<file path="config.mk">
export PLATFORM = sky130hd
export DESIGN_NAME = spi_master_ctrl
export DESIGN_NICKNAME = d
export VERILOG_FILES = /design/src/rtl/spi_master_ctrl.sv
export SDC_FILE = /design/constraint.sdc
export NUM_CORES = 1
export LEC_CHECK = 0
export ABC_CLOCK_PERIOD_IN_PS = 3000
export CORE_MARGIN = 1
export CORE_UTILIZATION = 25
export CTS_CLUSTER_DIAMETER = 30
export DETAILED_ROUTE_END_ITERATION = 8
export PLACE_DENSITY = 0.61
export SYNTH_ARGS = -nofsm -noshare
export SYNTH_HDL_FRONTEND = slang
export SYNTH_SLANG_ARGS = --single-unit
</file>
<file path="constraint.sdc">
create_clock -name clk -period 3 [get_ports clk]
set_clock_uncertainty 0.15 [all_clocks]
set_input_delay 0.3 -clock clk [delete_from_list [all_inputs] [get_ports clk]]
set_output_delay 0.3 -clock clk [all_outputs]
set_load 0.01 [all_outputs]
</file>
<file path="src/rtl/spi_master_ctrl.sv">
// spi_master_ctrl: SPI mode-0 master transaction controller, MSB first.
// Ports: req val/rdy/msg in, resp val/rdy/msg out, SPI pins, shreg controls.
module spi_master_ctrl #(
  parameter int nbits   = 8,
  parameter int clk_div = 2
) (
  input  logic             clk,
  input  logic             reset,
  input  logic             req_val,
  output logic             req_rdy,
  input  logic [nbits-1:0] req_msg,
  output logic             resp_val,
  input  logic             resp_rdy,
  output logic [nbits-1:0] resp_msg,
  output logic             spi_cs_n,
  output logic             spi_sclk,
  output logic             spi_mosi,
  input  logic             spi_miso,
  output logic             shreg_load_en,
  output logic [nbits-1:0] shreg_load_data,
  output logic             shreg_shift_en,
  output logic             shreg_in,
  input  logic [nbits-1:0] shreg_out
);

  localparam int DW = (clk_div > 1) ? $clog2(clk_div) : 1;
  localparam int BW = $clog2(nbits + 1);
  localparam logic [DW-1:0] DIV_LAST = DW'(clk_div - 1);
  localparam logic [BW-1:0] BIT_LAST = BW'(nbits - 1);

  typedef enum logic [2:0] {
    S_IDLE,
    S_SETUP,
    S_HIGH,
    S_LOW,
    S_HOLD,
    S_RESP
  } state_e;

  state_e          state_q, state_d;
  logic [DW-1:0]   div_q, div_d;
  logic [BW-1:0]   bit_q, bit_d;
  logic            miso_q, miso_d;
  logic            div_done;

  assign div_done        = (div_q == DIV_LAST);
  assign resp_msg        = shreg_out;
  assign spi_mosi        = shreg_out[nbits-1];
  assign shreg_load_data = req_msg;

  always_ff @(posedge clk or negedge reset) begin
    if (!reset) begin
      state_q <= S_IDLE;
      div_q   <= '0;
      bit_q   <= '0;
      miso_q  <= 1'b0;
    end else begin
      state_q <= state_d;
      div_q   <= div_d;
      bit_q   <= bit_d;
      miso_q  <= miso_d;
    end
  end

  always_comb begin
    state_d        = state_q;
    div_d          = div_q;
    bit_d          = bit_q;
    miso_d         = miso_q;
    req_rdy        = 1'b0;
    resp_val       = 1'b0;
    spi_cs_n       = 1'b1;
    spi_sclk       = 1'b0;
    shreg_load_en  = 1'b0;
    shreg_shift_en = 1'b0;
    shreg_in       = 1'b0;
    unique case (state_q)
      S_IDLE: begin
        // reset is async: keep rdy low while it is held
        req_rdy = reset;
        if (req_val && reset) begin
          shreg_load_en = 1'b1;
          div_d         = '0;
          bit_d         = '0;
          state_d       = S_SETUP;
        end
      end
      S_SETUP: begin
        spi_cs_n = 1'b0;
        if (div_done) begin
          div_d   = '0;
          miso_d  = spi_miso;
          state_d = S_HIGH;
        end else begin
          div_d = div_q + 1'b1;
        end
      end
      S_HIGH: begin
        spi_cs_n = 1'b0;
        spi_sclk = 1'b1;
        if (div_done) begin
          // shift coincides with the SCLK falling edge
          shreg_shift_en = 1'b1;
          shreg_in       = miso_q;
          bit_d          = bit_q + 1'b1;
          div_d          = '0;
          state_d = (bit_q == BIT_LAST) ? S_HOLD : S_LOW;
        end else begin
          div_d = div_q + 1'b1;
        end
      end
      S_LOW: begin
        spi_cs_n = 1'b0;
        if (div_done) begin
          div_d   = '0;
          miso_d  = spi_miso;
          state_d = S_HIGH;
        end else begin
          div_d = div_q + 1'b1;
        end
      end
      S_HOLD: begin
        spi_cs_n = 1'b0;
        if (div_done) begin
          div_d   = '0;
          state_d = S_RESP;
        end else begin
          div_d = div_q + 1'b1;
        end
      end
      S_RESP: begin
        resp_val = 1'b1;
        if (resp_rdy) state_d = S_IDLE;
      end
      default: state_d = S_IDLE;
    endcase
  end

endmodule

</file>
==> results of run 1 <==
-- area by class of cell --
cell class | instances | area share [%]
Multi-Input combinational cell | 44 | 41.0
Sequential cell | 9 | 31.0
Timing Repair Buffer | 13 | 17.2
Tap cell | 30 | 5.16
Clock buffer | 4 | 3.61
Inverter | 4 | 2.07
-- final timing paths --
check                      depth (start not counted)  slack, ns    endpoint  startpoint
max in group asynchronous                          2       2.28  state_q[2]       reset
setup reg to reg                                   4       1.36    bit_q[0]  state_q[2]
hold reg to reg                                    1       0.35      miso_q      miso_q
setup / recovery                                   3       0.52    shreg_in  state_q[2]
min in group clk                                   1       0.35      miso_q      miso_q
hold / removal                                     2       0.27  state_q[1]       reset
-- power by group through the flow --
stage	combinational [W]	clock [W]	sequential, W
3_3_place_gp	0.000313	0	0.000255
6_report	0.000317	0.0000963	0.000257
2_1_floorplan	0.000313	0	0.000203
4_1_cts	0.000321	0.0000999	0.000255
3_5_place_dp	0.000320	0	0.000257
5_1_grt	0.000356	0.000111	0.000270
-- synth_stat cells (2+ instances only) --
master    number
a21oi_1        4
buf_4         19
buf_6          2
dfrtp_1        9
inv_1          4
mux2i_1        2
nand2_1        5
nand3_1        2
nand3b_1       3
nor2_1         4
nor2b_1        2
nor3b_1        2
o21ai_0        4
-- metrics by stage --
stage | power (W) | worst slack, ns | util [%] | cell area [um2] | hold slack [ns]
global placement | 0.000568 | 0.727 | 27.3 | 701 | 0.337
CTS | 0.000676 | 0.510 | 28.3 | 727 | 0.251
floorplan | 0.000517 | 1.29 | - | 708 | -0.146
detailed placement | 0.000576 | 0.713 | 27.3 | 701 | 0.340
global route | 0.000736 | 0.446 | 28.3 | 727 | 0.262
finish | 0.000670 | 0.525 | 28.3 | 727 | 0.269
-- sequential cells by signal (all words and copies together) (netlist names) --
register / count
bit_q: 4
div_done: 1
miso_q: 1
state_q: 3
-- per-layer routing --
metal	share of wire [%]	vias up	routed length, um
met3	10	6	121
met5	0	-	0
met4	1.2	0	14
met1	51	234	613
met2	38	23	463
li1	-	238	-
-- logic make-up after synthesis --
| group | after synthesis |
|---|---|
| adder cells (fa/ha/maj) | 1 |
| AND/OR/NAND/NOR | 24 |
| buffers and inverters | 26 |
| XOR/XNOR | 2 |
| AO/OA/AOI/OAI | 14 |
| multiplexers | 3 |
| flip-flops | 9 |
==> reports/qor.yml, run 1 <==
logic_synthesis:
  synth-edff-count: 0
  synth_mux_area_share_pct: 4.42
  syn_inst: 79
  syn_avg_cell_area_um2: 8.96
  synth_compound_area_share_pct: 13.6
  yosysWarnings: 0
  yosys.area_share.simple_pct: 19.8
  async_flop_share_pct: 100
  synth_top_area_share_pct: 31.8
  seq_area_frac_synth_pct: 31.8
  syn-cell-area_um2: 708
  synth_fp_nets: 101
  synth_fa_ha_area_share_pct: 1.77
  synth_xor_area_share_pct: 2.47
  synth.area.top_cells: "dfrtp_1, buf_4, buf_6"
  synth-seq-cells: 9
  ys.flop_type: "dfrtp_1"
  synth_top_family_by_area: "buffers and inverters"
  yosysUniqueCellTypes: 30
  netlist.top_cell.by_area: "dfrtp_1"
floorplan:
  initial_core_util_pct: 27.6
  fp.dieW_um: 55.2
  num_io_pins: 45
  dieArea_um2: 3050
  core_area_um2: 2570
  rows: 18
  die_y_um: 55.2
routing:
  ant_nets: 0
  vias: 501
  avgRoutedWirePerCell_um: 11.7
  first_pass_iters: 4
  drc: 0
  drt_iter0_markers: 6
  routed_via_density: 4.82
  totalWireLength_mm: 1.21
critical_path:
  cp_max_fo: 15
  crit_type: "reg2out"
  startpoint_type: "flop"
  critPathRequiredTime_ns: 2.55
  cp_cell_sequence: "nor4bb_1, and2_2, clkdlybuf4s50_1"
  end_kind: "primary output"
  crit_family: "simple AND/OR/NAND/NOR gates"
  crit_slowest_cell: "dfrtp_1"
  cp_slowest_stage_delay_ns: 0.54
  arrival_ns: 2.03
  cp_num_buf_inv: 1
power_and_ir_drop:
  comb_power_share_pct: 47.3
  switchingPower_w: 0.000263
  seqPwrFrac_pct: 38.3
  clockPowerShare_pct: 14.4
  vdd_drop_max_v: 0.000484
  p_int_w: 0.000407
  p_sw_share_pct: 39.2
  total_leakage_power_nw: 0.289
  p_per_area_nw_per_um2: 922
timing:
  fmax_ghz: 0.404
  tightest_slew_ns: 0.459
  setup_tns_ns: 0
  drv_slew: 0
  finalSetupViolations: 0
  period_share_pct: 82.5
  max_slew_margin_pct: 69.4
  hold_viol_final: 0
  min_period_ns: 2.48
  rsz0062_at_grt: "false"
layout:
  multiInputGateArea_um2: 298
  fillers: 291
  mostFrequentLayoutCells: "clkdlybuf4s50_1, dfrtp_1, nand2_1"
  register_area_um2: 225
  final_common_cell: "clkdlybuf4s50_1"
  area_growth_pct: 2.65
  fin_nets: 97
  drive_above_1_share_pct: 12.2
  instances_no_fill: 104
  diodes: 0
clocking:
  cts_max_level: 1
  cts_buffer_depth: 2
  cts_buffers: 3
  cts-root-buf: "clkbuf_4"
  cts.sinks: 9
  cts_hold_buf: 0
  clk_pin_slew_ns: 0.07
  post_cts_buffers: 0
  cts_tree: "done"
  clock_latency_ns: 0.26
  cts_resized: 0
global_routing:
  grt_pass1_vias: 468
  overflow: 0
  grt_use_total_pct: 8.62
  grt_pass1_wl_mm: 2.10
  met3_usage_pct: 5.15
  grt_max_degree: 16
  antenna_found_initial: 0
  grt_use_met2_pct: 11.7
  top_usage_layer: "met2"
  grt_util_met1_pct: 11.2
placement:
  routabilityCongestion: 0.727
  dp.cells: 100
  io_buffers: 11
  dp_hpwl_um: 854
hold_path:
  min_path_type: "in2async"
status:
  status: "finished clean"
run:
  maxCapViolCount: 0
(Power assumes the default switching activity.)
==> run 2, diff against run 1 <==
ABC_CLOCK_PERIOD_IN_PS = 2400   (was 3000)
clock period = 2.4 ns   (was 3 ns; I/O delays follow)
==> run 2 against run 1 <==
Compared with the run above: first-iteration DRC count down 67%; sequential power up 24%; die area unchanged; sequential share of layout area down 0.34 points; via count down 1.2%; register-to-register slack worse by 0.41 ns; routed wire length up 0.82%; worst hold slack worse by 0.097 ns; utilization up 0.63 points; final cell count up 0.96%; total power up 27%; sequential cell count unchanged; critical path type unchanged; critical endpoint unchanged; largest power group unchanged; highest routed layer unchanged.
==> reports/qor.yml, run 2 (synthesis results as in run 1) <==
routing:
  ant_nets: 0  # unchanged
  avgRoutedWirePerCell_um: 11.6  # -0.14%
  routed_via_density: 4.71  # -2.1%
  drc: 0  # unchanged
  totalWireLength_mm: 1.22  # +0.82%
  vias: 495  # -1.2%
  drt_iter0_markers: 2  # -4
  first_pass_iters: 2  # -2
layout:
  drive_above_1_share_pct: 17.3  # +5.2 points
  final_common_cell: "clkdlybuf4s50_1"
  largest_reg_flops: 4  # unchanged
  diodes: 0  # unchanged
  mostFrequentLayoutCells: "clkdlybuf4s50_1, dfrtp_1, nand2_1"
  largestRegisters: "bit_q: 4 flops, state_q: 3 flops"
  largest_register: "bit_q"
  fin_nets: 98  # +1.0%
  area_growth_pct: 4.95
  instances_no_fill: 105  # +0.96%
  fillers: 298  # +2.4%
clocking:
  cts_buffer_depth: 2  # unchanged
  cts-root-buf: "clkbuf_4"
  cts_hold_buf: 0  # unchanged
  cts_max_level: 1  # unchanged
  cts.sinks: 9  # unchanged
  cts_buffers: 3  # unchanged
  clock_latency_ns: 0.26  # about the same
  clk_pin_slew_ns: 0.07  # about the same
  cts_tree: "done"
global_routing:
  overflow: 0  # unchanged
  grt_use_total_pct: 8.42  # -0.20 points
  antenna_found_initial: 0  # unchanged
  grt_max_degree: 14  # -2
  grt_pass1_wl_mm: 2.09  # -0.33%
  grt_pass1_vias: 489  # +4.5%
timing:
  period_share_pct: 97.6
  finalSetupViolations: 0  # unchanged
  setup_tns_ns: 0  # unchanged
  max_slew_margin_pct: 70.4  # +1.0 points
  fmax_ghz: 0.427
  drv_slew: 0  # unchanged
  hold_viol_final: 0  # unchanged
  tightest_slew_ns: 0.437  # -0.0216 ns
  min_period_ns: 2.34
  fin_ws_ns: 0.0571  # -0.468 ns
status:
  status: "finished clean"
power_and_ir_drop:
  vdd_drop_max_v: 0.000498  # +2.9%
  p_per_area_nw_per_um2: 1140  # +24%
  clockPowerShare_pct: 14.3  # about the same
  switchingPower_w: 0.000328  # +25%
  p_sw_share_pct: 38.6  # -0.55 points
  p_int_w: 0.000520  # +28%
  comb_power_share_pct: 48.1  # +0.8 points
  total_leakage_power_nw: 0.295  # +1.8%
  seqPwrFrac_pct: 37.5  # -0.8 points
critical_path:
  critPathRequiredTime_ns: 2.01  # -0.54 ns
  startpoint_type: "flop"
  cp_slowest_stage_delay_ns: 0.53  # about the same
  endpoint: "shreg_in"
  cp_max_fo: 10  # -5
  r2r_setup_slack_ns: 0.95  # -0.41 ns
  worstRegToRegCells: 4  # unchanged
  cp_num_buf_inv: 2  # +1
  arrival_ns: 1.95  # -0.08 ns
  crit_type: "reg2out"
  r2r-start: "bit_q[0]"
  crit_start: "state_q[0]"
  cp_num_cells: 4  # +1
  end_kind: "primary output"
  crit_family: "buffers and inverters"
  crit_slowest_cell: "clkdlybuf4s50_1"
  worstReg2RegEnd: "state_q[0]"
  cp_cell_sequence: "nor4bb_2, buf_4, and2_2, clkdlybuf4s50_1"
floorplan:
  fp.dieW_um: 55.2  # unchanged
  rows: 18  # unchanged
  num_io_pins: 45  # unchanged
  initial_core_util_pct: 27.6  # unchanged
  core_area_um2: 2570  # unchanged
  die_y_um: 55.2  # unchanged
  dieArea_um2: 3050  # unchanged
placement:
  io_buffers: 11  # unchanged
  dp_slack_ns: 0.208  # -0.506 ns
  routabilityCongestion: 0.740  # +1.8%
  dp_hpwl_um: 854  # about the same
  dp.cells: 101  # +1.0%
hold_path:
  min_path_type: "in2async"
run:
  maxCapViolCount: 0  # unchanged
## run 2: cell count changes in the layout (fill, tap and decap cells not counted), sizes merged
| cell | before | now |
|---|---|---|
| buf | 2 | 3 |
## run 2: cell type report
| cell class | count | area [um2] | share of cell area, % |
|---|---|---|---|
| multi-input cells | 44 | 304 | 40.9 |
| clock buffers | 4 | 26.3 | 3.54 |
| well taps | 30 | 37.5 | 5.05 |
| repair buffers | 14 | 133 | 17.8 |
| inverters | 4 | 15.0 | 2.02 |
| flip-flops and latches | 9 | 228 | 30.6 |
## run 2: metal layers
metal	vias up	part of all wire [%]	track usage [%]
li1	239	-	-
met1	231	48	10.5
met2	19	41	12.2
met3	6	9.3	3.98
met4	0	1.1	3.93
met5	-	0	0
## run 2: metrics by stage
stage	cell area (um2)	total power, W	utilization, %	hold WS (ns)
6_report	743	0.000848	28.9	0.172
5_1_grt	743	0.000920	28.9	0.195
4_1_cts	734	0.000846	28.6	0.166
3_5_place_dp	708	0.000722	27.6	0.330
3_3_place_gp	708	0.000707	27.6	0.330
2_1_floorplan	708	0.000646	-	-0.206
## run 2: how the worst min path moves through the flow
stage | end | cells past startpoint
final | state_q[2] | 2
after global routing | bit_q[2] | 2
after CTS | state_q[2] | 2
after detailed placement | resp_msg[0] | 0
after global placement | resp_msg[0] | 0
after floorplan | bit_q[0] | 0
## run 2: power by group through the flow
stage                     logic [W]  registers, W  clock network, W
final                      0.000408      0.000318          0.000122
after global placement     0.000394      0.000314                 0
after global routing       0.000453      0.000333          0.000133
after floorplan            0.000392      0.000254                 0
after CTS                  0.000408      0.000314          0.000125
after detailed placement   0.000406      0.000317                 0
## run 2: what timing repair did
item | 4_1_cts | 5_1_grt
setup endpoints to repair | 0 | 2
setup buffers | 0 | 0
resized for setup | 0 | 3
## run 2: worst register-to-register path: stages, from the launching register on
cell	delay [ns]
dfrtp_1	0.39
ha_1	0.20
and3b_1	0.22
nor3_1	0.07
o32a_1	0.32
==> run 3, diff against run 2 <==
CAP_MARGIN = 20   (was not set)
==> results of run 3 <==
The final DEF is identical to that of run 2; final timing and power are the same.
